--- src/rtl/alu_issue_ctrl.sv ---
// Issue controller for the 32-bit combinational ALU: decodes one instruction, drives and holds
// the ALU operands for SETTLE_CYCLES, then captures the result into a response register.
module alu_issue_ctrl #(
  parameter int unsigned SETTLE_CYCLES = 1
) (
  input  logic        CLK,
  input  logic        RST,
  input  logic        REQ_VALID,
  output logic        REQ_READY,
  input  logic [31:0] INSTR,
  input  logic [31:0] RS_DATA,
  input  logic [31:0] RT_DATA,
  output logic [31:0] ALU_OP1,
  output logic [31:0] ALU_OP2,
  output logic [5:0]  ALU_OPRN,
  input  logic [31:0] ALU_OUT,
  input  logic        ALU_ZERO,
  output logic        RSP_VALID,
  input  logic        RSP_READY,
  output logic [31:0] RSP_RESULT,
  output logic        RSP_ZERO,
  output logic        RSP_ERR
);

  typedef enum logic [1:0] {
    ST_IDLE,
    ST_ISSUE,
    ST_RESP
  } state_t;

  localparam logic [3:0] LP_SETTLE_LOAD = 4'(SETTLE_CYCLES - 1);

  state_t      r_state;
  state_t      w_state_nxt;
  logic [3:0]  r_cnt;

  logic [5:0]  w_opcode;
  logic [5:0]  w_funct;
  logic [4:0]  w_shamt;
  logic [15:0] w_imm;
  logic [31:0] w_simm;
  logic [31:0] w_zimm;

  logic        w_dec_ok;
  logic [5:0]  w_dec_oprn;
  logic [31:0] w_dec_op1;
  logic [31:0] w_dec_op2;

  // Register indexes arrive already resolved as RS_DATA/RT_DATA.
  logic        w_unused_fields;

  assign w_opcode        = INSTR[31:26];
  assign w_funct         = INSTR[5:0];
  assign w_shamt         = INSTR[10:6];
  assign w_imm           = INSTR[15:0];
  assign w_simm          = {{16{w_imm[15]}}, w_imm};
  assign w_zimm          = {16'h0000, w_imm};
  assign w_unused_fields = ^INSTR[25:16];

  // Instruction decode into ALU operation code and operands.
  always_comb begin
    w_dec_ok   = 1'b1;
    w_dec_oprn = '0;
    w_dec_op1  = RS_DATA;
    w_dec_op2  = RT_DATA;
    case (w_opcode)
      6'h00: begin
        case (w_funct)
          6'h20: w_dec_oprn = 6'h01;
          6'h22: w_dec_oprn = 6'h02;
          6'h2C: w_dec_oprn = 6'h03;
          6'h02: begin
            w_dec_oprn = 6'h04;
            w_dec_op2  = {27'b0, w_shamt};
          end
          6'h01: begin
            w_dec_oprn = 6'h05;
            w_dec_op2  = {27'b0, w_shamt};
          end
          6'h24: w_dec_oprn = 6'h06;
          6'h25: w_dec_oprn = 6'h07;
          6'h27: w_dec_oprn = 6'h08;
          6'h2A: w_dec_oprn = 6'h09;
          default: w_dec_ok = 1'b0;
        endcase
      end
      6'h08: begin
        w_dec_oprn = 6'h01;
        w_dec_op2  = w_simm;
      end
      6'h1D: begin
        w_dec_oprn = 6'h03;
        w_dec_op2  = w_simm;
      end
      6'h0C: begin
        w_dec_oprn = 6'h06;
        w_dec_op2  = w_zimm;
      end
      6'h0D: begin
        w_dec_oprn = 6'h07;
        w_dec_op2  = w_zimm;
      end
      6'h0A: begin
        w_dec_oprn = 6'h09;
        w_dec_op2  = w_simm;
      end
      6'h0F: begin
        w_dec_oprn = 6'h05;
        w_dec_op1  = w_zimm;
        w_dec_op2  = 32'd16;
      end
      6'h04, 6'h05: begin
        w_dec_oprn = 6'h02;
        w_dec_op2  = RT_DATA;
      end
      default: w_dec_ok = 1'b0;
    endcase
  end

  always_ff @(posedge CLK) begin
    if (RST) r_state <= ST_IDLE;
    else     r_state <= w_state_nxt;
  end

  always_comb begin
    w_state_nxt = r_state;
    case (r_state)
      ST_IDLE: begin
        if (REQ_VALID) w_state_nxt = w_dec_ok ? ST_ISSUE : ST_RESP;
      end
      ST_ISSUE: begin
        if (r_cnt == '0) w_state_nxt = ST_RESP;
      end
      ST_RESP: begin
        if (RSP_READY) w_state_nxt = ST_IDLE;
      end
      default: w_state_nxt = ST_IDLE;
    endcase
  end

  always_comb begin
    REQ_READY = (r_state == ST_IDLE) && !RST;
    RSP_VALID = (r_state == ST_RESP);
  end

  // Operands hold across the return to IDLE; only the operation code is cleared.
  always_ff @(posedge CLK) begin
    if (RST) begin
      r_cnt      <= '0;
      ALU_OP1    <= '0;
      ALU_OP2    <= '0;
      ALU_OPRN   <= '0;
      RSP_RESULT <= '0;
      RSP_ZERO   <= 1'b0;
      RSP_ERR    <= 1'b0;
    end else begin
      case (r_state)
        ST_IDLE: begin
          if (REQ_VALID) begin
            if (w_dec_ok) begin
              ALU_OPRN <= w_dec_oprn;
              ALU_OP1  <= w_dec_op1;
              ALU_OP2  <= w_dec_op2;
              r_cnt    <= LP_SETTLE_LOAD;
            end else begin
              RSP_RESULT <= '0;
              RSP_ZERO   <= 1'b0;
              RSP_ERR    <= 1'b1;
            end
          end
        end
        ST_ISSUE: begin
          if (r_cnt == '0) begin
            RSP_RESULT <= ALU_OUT;
            RSP_ZERO   <= ALU_ZERO;
            RSP_ERR    <= 1'b0;
          end else begin
            r_cnt <= r_cnt - 4'd1;
          end
        end
        ST_RESP: begin
          if (RSP_READY) ALU_OPRN <= '0;
        end
        default: ;
      endcase
    end
  end

endmodule

--- config.mk ---
export PLATFORM = sky130hd
export DESIGN_NAME = alu_issue_ctrl
export DESIGN_NICKNAME = d
export VERILOG_FILES = /design/src/rtl/alu_issue_ctrl.sv
export SDC_FILE = /design/constraint.sdc
export NUM_CORES = 1
export LEC_CHECK = 0
export ABC_AREA = 1
export CORE_MARGIN = 10
export CORE_UTILIZATION = 37
export CTS_CLUSTER_DIAMETER = 50
export DETAILED_ROUTE_END_ITERATION = 6
export PLACE_DENSITY = 0.75
export SYNTH_ARGS = -nofsm -noshare
export SYNTH_HDL_FRONTEND = slang
export SYNTH_SLANG_ARGS = --single-unit
export TNS_END_PERCENT = 30
--- constraint.sdc ---
create_clock -name CLK -period 1.9 [get_ports CLK]
set_clock_uncertainty 0.05 [all_clocks]
set_input_delay 0.57 -clock CLK [delete_from_list [all_inputs] [get_ports CLK]]
set_output_delay 0.57 -clock CLK [all_outputs]
set_load 0.01 [all_outputs]
# Word-level counts from Yosys, hierarchy flattened
# Index checks and enable logic that the tools add are counted.
word_totals:
  out_inout_bits: 106
  ff_bits: 110
  word_cells: 84
  in_bits: 133
op_classes:
  n_addsub: 1
  n_reduce_logical: 18
  n_eq_ne: 25
  mux: 32
op_table:
  columns: ["operator", "count"]
  rows:
  - ["two-way mux 32 bit", 5]
  - ["case mux 32 bit (4 select lines)", 1]
  - ["case mux 32 bit (2 select lines)", 1]
  - ["equality test 6 bit (second input constant)", 7]
  - ["case mux 4 bit (9 select lines)", 1]
  - ["case mux 4 bit (8 select lines)", 1]
  - ["equality test 6 x 4 -> 1 bit (second input constant)", 5]
  - ["two-way mux 6 bit", 3]
  - ["equality test 6 x 3 -> 1 bit (second input constant)", 2]
  - ["two-way mux 4 bit", 3]
  - ["case mux 6 bit (2 select lines)", 1]
  - ["AND reduction 4 bit", 3]
  - ["!= test 2 bit (second input constant)", 5]
  - ["OR reduction 9 bit", 1]
  - ["two-way mux 2 bit", 4]
  - ["case mux 4 bit (2 select lines)", 1]
  - ["OR reduction 8 bit", 1]
  - ["two-way mux 1 bit", 7]
  - ["equality test 6 x 1 -> 1 bit (second input constant)", 1]
  - ["equality test 6 x 2 -> 1 bit (second input constant)", 1]
  - ["equality test 6 x 5 -> 1 bit (second input constant)", 1]
  - ["logical NOT 6 bit", 1]
  - ["case mux 1 bit (2 select lines)", 3]
  - ["case mux 2 bit (3 select lines)", 1]
  - ["12 further kinds", 16]

# Longest topological paths before layout
# Gate-level depths: netlist (run 1).
depth:
  depth_word: 7
  ltp_mapped: 13
  depth_no_buf: 13

# Least setup slack after synthesis (run 1)
# No wires, ideal clock.
synth_path:
  kind: "input to register"
  startpoint: "input INSTR[5]"
  endpoint: "register ALU_OP1[11]"
  arrival_ns: 1.855
  setup_ns: 0.070
  t_required_ns: 1.780
  slack_ns: -0.076
  stages: 12
  n_path_buf: 2
  cell_sequence: "inv_1 -> nor2_1 -> nand3_1 -> nand2_1 -> nand2_1 -> nand4_2 -> nand3_4 -> inv_2 -> buf_6 -> buf_6 -> nand2_1 -> a21oi_1"
synth_between:
  elab_chain_cells: 5
  word_cells_on_any_way: 13
  cone_classes: "eq/ne: 9; mux: 2; reduce/logical: 2"
synth_lines:
  columns: ["item", "line_no", "rtl"]
  rows:
  - ["start: declaration", "10", "input logic [31:0] INSTR,"]
  - ["equality test 6 x 1 -> 1 bit (tied with other cells)", "68", "case (w_funct)"]
  - ["OR reduction 9 bit (no line) *", null, null]
  - ["two-way mux 1 bit *", "68", null]
  - ["case mux 1 bit (2 select lines) *", "66", "case (w_opcode)"]
  - ["AND reduction 3 bit (no line) *", null, null]
  - ["end signal: assignment", "162", "ALU_OP1 <= w_dec_op1;"]
  - ["end: declaration", "13", "output logic [31:0] ALU_OP1,"]
# Every way passes the cells marked *; elsewhere a longest branch is shown, timed or not.
# A chain may end at the register's enable or synchronous reset.

# Final worst setup path (run 1)
layout_path:
  startpoint: "input INSTR[2]"
  endpoint: "register ALU_OP2[29]"
layout_between:
  elab_chain_cells: 5
  word_cells_on_any_way: 16
  cone_classes: "eq/ne: 9; mux: 4; reduce/logical: 3"
layout_lines:
  columns: ["item", "line_no", "rtl"]
  rows:
  - ["equality test 6 x 1 -> 1 bit (tied with other cells)", "68", null]
  - ["OR reduction 9 bit (no line)", null, null]
  - ["two-way mux 1 bit", "68", null]
  - ["case mux 1 bit (2 select lines)", "66", null]
  - ["AND reduction 3 bit (no line)", null, null]
  - ["end signal: assignment", "163", "ALU_OP2 <= w_dec_op2;"]
  - ["end: declaration", "14", "output logic [31:0] ALU_OP2,"]
# Parallel ways exist; a longest one is shown, timed or not.

==> key figures, run 1 <==
Logic synthesis
  – Synth top area share: 0.4438
  – Leading area contributor after synthesis: dfxtp_1
  – Post-synthesis sequential area ratio: 0.4438
  – Top cells by count, synth: nand2_1, dfxtp_1, a21oi_1, o21ai_0, nand3_1
  – Syn Inst Count: 727
  – Number of synthesized flops with an enable pin: 0
  – Mapped Area: 0.004872 mm2
  – Synth unique cells: 26
  – Synth area leaders: dfxtp_1, nand2_1, a21oi_1, o21ai_0, nand3_1
  – Count leader, synth: nand2_1
  – Avg Cell Area, Syn: 6.702 um2
  – Post-synth ARST share: 0
  – YS warnings: 0
  – #FFs+latches synth: 108
  – Ys flop type: dfxtp_1

Place
  – Dpl cells: 1149
  – Dpl hpwl: 13.45 mm
  – Port Buffers: 226
  – Routability Congestion: 0.8909
  – DP Area: 0.007765 mm2

Route
  – DRT Pass-1 Iters: 5
  – Via/cell ratio: 4.902
  – DRC Markers: 0
  – WL final: 19.24 mm
  – WL/cell: 16.18 um
  – 1st-iter DRT viols: 316
  – Post-route ant nets: 0
  – Total number of vias: 5828

Clocking
  – Clock Sinks: 108
  – Cts bufs inserted: 9
  – H-Tree Level Count: 3
  – Clock buffer depth: 2
  – Cts hold-fix bufs: 0
  – Root buf cell: clkbuf_16
  – Clock Pin Slew Worst Setup and Hold Paths: 0.07 ns
  – Later-pin clock latency in the skew report: 0.35 ns
  – TritonCTS clock tree: built

Worst setup path
  – R2R depth: 7
  – Slowest cell delay on critical path: 0.22 ns
  – Worst Path Max Fanout: 8
  – Crit-path cells: clkdlybuf4s15_2, inv_2, nor2_2, nand3b_1, nand2_2, nand2_4, nand4_4, nand3_4, buf_12, buf_12, buf_12, nand2_2, a21oi_1
  – Reg2reg end: RSP_RESULT[1]
  – CP delay by family, top: buffers and inverters
  – CP Capture Point: ALU_OP2[29]
  – WP buf/inv: 5
  – CP most frequent cell: buf_12
  – Worst Setup Start Kind: primary input
  – Critical Path Stages: 13
  – CP Capture Type: flip-flop
  – Crit. Startpoint: INSTR[2]
  – R2R Path Start: r_state[0]
  – Slowest CP cell: clkdlybuf4s15_2
  – FF-to-FF setup slack: 0.22 ns
  – Crit path DAT: 2.05 ns
  – WP data required: 2.06 ns
  – Critical path class: in -> reg

STA
  – Period utilization: 0.9968
  – Post-route minimum period: 1.894 ns
  – Max-slew violations: 0
  – Fmax: 528.0 MHz
  – Worst-Margin Slew: 0.6816 ns
  – RSZ-0062 raised after global routing: yes
  – Final setup violation count: 0
  – Hold Vio Cnt, Final: 0
  – Slew HR: 0.5456

Die
  – Initial Util: 0.3814
  – Die width: 134.8 um
  – Core footprint: 0.01277 mm2
  – DIE AREA: 0.01816 mm2
  – Die outline height: 134.8 um
  – Rows: 41
  – I/O Pins: 239

Power and ir drop
  – Static leakage: 4.361 nW
  – P per Cell Area: 652.2 mW/mm2
  – Peak VDD IR: 0.4826 mV

Outcome
  – Status: finished, final reports clean

Finish
  – Post-Layout Cell Count: 1189
  – Fin nets: 1147
  – # diodes: 0
  – Share of cells above drive strength 1: 0.1927
  – Area grow syn2layout: 80.51%
  – Core Util, Final: 0.6885
  – Final Instance Area: 0.008795 mm2

Job
  – Max-cap violations: 0

GRT
  – First-pass GRT wire length: 29.17 mm
  – GR Util All Layers: 0.1968
  – Number of global-route vias before repair: 5702
  – Total grt overflow: 0
  – Largest net degree at the start of global routing: 61
  – Initial antenna violation count: 0

Min path
  – Hold WC Path Type: reg -> reg
[kinds of logic (layout without fill, tap and decap cells)]
logic type,count (synthesis),after routing,share of synthesized area
and+or+nand+nor,386,386,0.3269
adders and majority gates,2,2,0.005135
AOI/OAI and AO/OA,141,141,0.1456
buffers and inverters,87,376,0.07422
other,1,2,0.0007697
xor gates and xnor gates,2,2,0.003596
DFF,108,108,0.4438
[timing repair]
item                       4_1_cts  5_1_grt
gates resized for setup        125       97
setup endpoints to repair      120      130
buffers inserted                15        3
pin swaps                       22       27
cloned                           3        5
[final cells by class]
type                    count  area [um2]
well taps                 172       215.2
inverters                  42       170.2
repair buffers            318        3346
clock inverters             6       71.32
clock buffers              10       229.0
flip-flops and latches    108        2163
fillers                  1039        3979
multi-input cells         533        2600
[power by group]
part | internal (mW) | switching [mW] | leakage, nW
clock network | 1.03 | 0.873 | 0.140
logic | 0.724 | 0.686 | 3.35
registers | 2.36 | 0.0549 | 0.874
[cells in the final DEF, fill, tap and decap left out, drive strengths merged, types with 2 or more instances in the layout]
cell type / netlist / final
a21oi: 88 / 88
buf: 15 / 97
clkbuf: 30 / 18
clkdlybuf4s15: 0 / 2
clkdlybuf4s50: 0 / 160
clkinv: 0 / 2
clkinvlp: 0 / 2
conb: 1 / 2
dfxtp: 108 / 108
dlygate4sd2: 0 / 12
dlymetal6s2s: 0 / 39
ha: 2 / 2
inv: 42 / 43
nand2: 275 / 275
nand3: 49 / 49
nand3b: 2 / 2
nand4: 11 / 11
nor2: 45 / 45
nor3: 4 / 4
o21ai: 51 / 51
xnor2: 2 / 2
[registers in the layout (all words and copies together) (netlist names)]
name,cells
r_state,2
ALU_OP2,32
RSP_ZERO,1
RSP_RESULT,32
RSP_ERR,1
r_cnt,4
ALU_OPRN,4
ALU_OP1,32
[through the flow]
stage | power, mW | setup slack [ns] | hold slack [ns] | TNS [ns]
after floorplan | 3.031 | -0.05930 | 0.4171 | -1.415
after global placement | 3.741 | -0.6573 | 0.3886 | -66.30
after detailed placement | 3.746 | -0.7040 | 0.3926 | -69.27
after CTS | 5.745 | -0.003601 | 0.4044 | -0.01035
after global routing | 6.014 | -0.08796 | 0.4283 | -2.833
final | 5.736 | 0.006103 | 0.3998 | 0
[worst reg2reg max path: cells and delay by family, from the launching register on]
family	cells	cell delay (ns)
compound gates	1	0.17
simple gates	3	0.42
flops	1	0.39
buf+inv	3	0.59
[routing by layer]
metal | track usage | up-vias | wire [um]
li1 | - | 2911 | -
met1 | 0.2209 | 2667 | 7751
met2 | 0.3272 | 223 | 9018
met3 | 0.08420 | 27 | 2088
met4 | 0.06651 | 0 | 377
met5 | 0 | - | 0
[worst min-delay path by stage]
stage	from	endpoint	slack, ns	cells past startpoint
after floorplan	r_cnt[3]	r_cnt[3]	0.42	2
after global placement	RSP_ERR	RSP_ERR	0.39	2
after detailed placement	RSP_ERR	RSP_ERR	0.39	2
after CTS	RSP_ERR	RSP_ERR	0.40	2
after global routing	ALU_OP2[13]	ALU_OP2[13]	0.43	2
final	RSP_ERR	RSP_ERR	0.40	2
Power figures use the tool's default switching activity.
==> run 2: changes to the inputs <==
--- a/config.mk
+++ b/config.mk
@@ -6,11 +6,13 @@
 export NUM_CORES = 1
 export LEC_CHECK = 0
 export ABC_AREA = 1
+export CORE_ASPECT_RATIO = 0.6
 export CORE_MARGIN = 10
 export CORE_UTILIZATION = 37
 export CTS_CLUSTER_DIAMETER = 50
 export DETAILED_ROUTE_END_ITERATION = 6
 export PLACE_DENSITY = 0.75
+export SLEW_MARGIN = 20
 export SYNTH_ARGS = -nofsm -noshare
 export SYNTH_HDL_FRONTEND = slang
 export SYNTH_SLANG_ARGS = --single-unit
==> run 2 against run 1 <==
  * The run now ends with negative setup slack left
  * Hold slack better by 0.0016 ns
  * Non-clock buffer count rose by 10
  * Fmax fell by 3.6%
  * Combinational power increased by 11%
  * Register-to-register slack got worse by 0.06 ns
  * Highest routed layer unchanged
==> key figures, run 2 (synthesized netlist as in run 1, its figures left out) <==
Outcome
  – Status: complete, but fails checks (was finished, final reports clean)
  – Failing checks: negative setup slack

Finish
  – Fin nets: 1157 (was 1147)
  – # diodes: 0 (unchanged)
  – Largest regs: ALU_OP1 x32, ALU_OP2 x32, RSP_RESULT x32 (unchanged)
  – Commonest cells after routing, fill and taps aside: nand2_1, clkdlybuf4s50_1, dfxtp_1, a21oi_1, buf_4 (unchanged)
  – Share of cells above drive strength 1: 0.2463 (was 0.1927)
  – Area grow syn2layout: 87.80% (was 80.51%)
  – Most common cell after layout, fill and taps aside: nand2_1 (unchanged)

STA
  – RSZ-0062 raised after global routing: yes (unchanged)
  – Period utilization: 1.034 (was 0.9968)
  – Post-route minimum period: 1.964 ns (was 1.894 ns)
  – Hold Vio Cnt, Final: 0 (unchanged)
  – Final setup violation count: 36 (was 0)
  – Setup_tns: -0.8783 ns (was 0 ns)
  – Fmax: 509.2 MHz (was 528.0 MHz)
  – Final worst slack: -0.06385 ns (was 0.006103 ns)
  – Max-slew violations: 0 (unchanged)
  – Min Hold Slack: 0.4014 ns (was 0.3998 ns)

Worst setup path
  – CP delay by family, top: simple AND/OR/NAND/NOR gates (was buffers and inverters)
  – WP buf/inv: 5 (unchanged)
  – Critical Path Stages: 13 (unchanged)
  – Crit path DAT: 2.19 ns (was 2.05 ns)
  – Critical path class: in -> reg (unchanged)
  – CP most frequent cell: buf_6 (was buf_12)
  – WP data required: 2.13 ns (was 2.06 ns)
  – R2R depth: 7 (unchanged)
  – Slowest CP cell: buf_6 (was clkdlybuf4s15_2)
  – Crit-path cells: buf_6, nor2_4, buf_6, buf_4, nand4_1, nand2_1, nor2_4, nand4_4, nand3_4, buf_6, buf_12, nand2_1, a21oi_1 (was clkdlybuf4s15_2, inv_2, nor2_2, nand3b_1, nand2_2, nand2_4, nand4_4, nand3_4, buf_12, buf_12, buf_12, nand2_2, a21oi_1)
  – Worst Setup Start Kind: primary input (unchanged)
  – Worst Path Max Fanout: 19 (was 8)
  – Slowest cell delay on critical path: 0.18 ns (was 0.22 ns)
  – CP Capture Type: flip-flop (unchanged)

Route
  – WL final: 22.08 mm (was 19.24 mm)
  – DRT Pass-1 Iters: 5 (unchanged)
  – Total number of vias: 6079 (was 5828)
  – Post-route ant nets: 0 (unchanged)
  – WL/cell: 18.45 um (was 16.18 um)
  – Via/cell ratio: 5.079 (was 4.902)
  – DRC Markers: 0 (unchanged)
  – 1st-iter DRT viols: 426 (was 316)

Die
  – Die width: 168.1 um (was 134.8 um)
  – Initial Util: 0.3791 (was 0.3814)
  – Die outline height: 108.9 um (was 134.8 um)
  – I/O Pins: 239 (unchanged)
  – Rows: 32 (was 41)
  – DIE AREA: 0.01831 mm2 (was 0.01816 mm2)
  – Core footprint: 0.01285 mm2 (was 0.01277 mm2)

Place
  – Port Buffers: 226 (unchanged)
  – Routability Congestion: 0.8970 (was 0.8909)
  – Dpl hpwl: 14.03 mm (was 13.45 mm)

GRT
  – GR Util All Layers: 0.2121 (was 0.1968)
  – First-pass GRT wire length: 31.33 mm (was 29.17 mm)
  – Number of global-route vias before repair: 5635 (was 5702)
  – Largest net degree at the start of global routing: 62 (was 61)
  – Total grt overflow: 0 (unchanged)
  – Initial antenna violation count: 0 (unchanged)

Clocking
  – TritonCTS clock tree: built (unchanged)
  – Clock Pin Slew Worst Setup and Hold Paths: 0.08 ns (was 0.07 ns)
  – H-Tree Level Count: 3 (unchanged)
  – Clock Sinks: 108 (unchanged)
  – Root buf cell: clkbuf_16 (unchanged)
  – Later-pin clock latency in the skew report: 0.34 ns (was 0.35 ns)
  – Cts bufs inserted: 9 (unchanged)
  – Clock buffer depth: 2 (unchanged)

Job
  – Max-cap violations: 0 (unchanged)

Power and ir drop
  – P per Cell Area: 660.6 mW/mm2 (was 652.2 mW/mm2)
  – Peak VDD IR: 0.5278 mV (was 0.4826 mV)
  – Static leakage: 3.935 nW (was 4.361 nW)

Min path
  – Hold WC Path Type: reg -> reg (unchanged)
  – Worst Hold Depth: 2 (unchanged)
run 2: cell count changes in the layout (fill, tap and decap cells not counted), sizes merged:
cell,previous run,this run
clkbuf,18,15
clkinvlp,2,1
dlygate4sd2,12,7
buf,97,110
bufinv,1,2
inv,43,44
clkinv,2,1
dlymetal6s2s,39,5
clkdlybuf4s15,2,1
clkdlybuf4s50,160,200
run 2: per-layer routing:
metal,part of all wire,global-route usage,up-vias
met5,0,0,-
met4,0.010,0.03651,0
met3,0.12,0.08732,21
met2,0.45,0.3232,298
met1,0.42,0.2796,2834
li1,-,-,2926
run 2: cell type report:
cell class,count,area (um2)
clock buffers,10,229.0
clock inverters,6,93.84
fillers,960,3702
inverters,42,167.7
multi-input cells,533,2893
flip-flops and latches,108,2162
well taps,170,212.7
repair buffers,328,3392
run 2: worst min-delay path, cell delays in order, from the launching register on:
cell and delay, ns:
dfxtp_1 0.31, inv_1 0.05, a21oi_1 0.05
run 2: stage by stage:
stage / area [um2] / setup WS [ns] / power [mW] / cells / util
2_1_floorplan: 4887 / -0.05930 / 3.031 / 728 / -
3_3_place_gp: 7690 / -0.6728 / 3.734 / 1139 / 0.5983
3_5_place_dp: 7690 / -0.7248 / 3.740 / 1139 / 0.5983
4_1_cts: 8581 / -0.0001330 / 5.924 / 1186 / 0.6676
5_1_grt: 9150 / -0.1319 / 6.285 / 1197 / 0.7119
6_report: 9150 / -0.06385 / 6.044 / 1197 / 0.7119
run 2: path summary, 6_finish.rpt:
kind                                 start             end  slack (ns)
worst max register to register  r_state[0]  RSP_RESULT[31]        0.16
worst max-delay path             INSTR[30]      ALU_OP1[7]       -0.06
worst min register to register     RSP_ERR         RSP_ERR        0.40
worst min-delay path               RSP_ERR         RSP_ERR        0.40
run 2: what timing repair did:
item                                    in CTS  in global routing
setup buffers                               24                  8
resized for setup                          129                144
pin swaps                                   28                 55
hold buffers                                 0                  0
endpoints found under the setup margin     116                156
cloned                                       8                  6
hold endpoints to repair                     0                  0
run 2: power by group:
group          internal (mW)  switching, mW  total [mW]
Clock                   1.17          0.889        2.06
Combinational          0.781          0.785        1.57
Sequential              2.36         0.0584        2.42
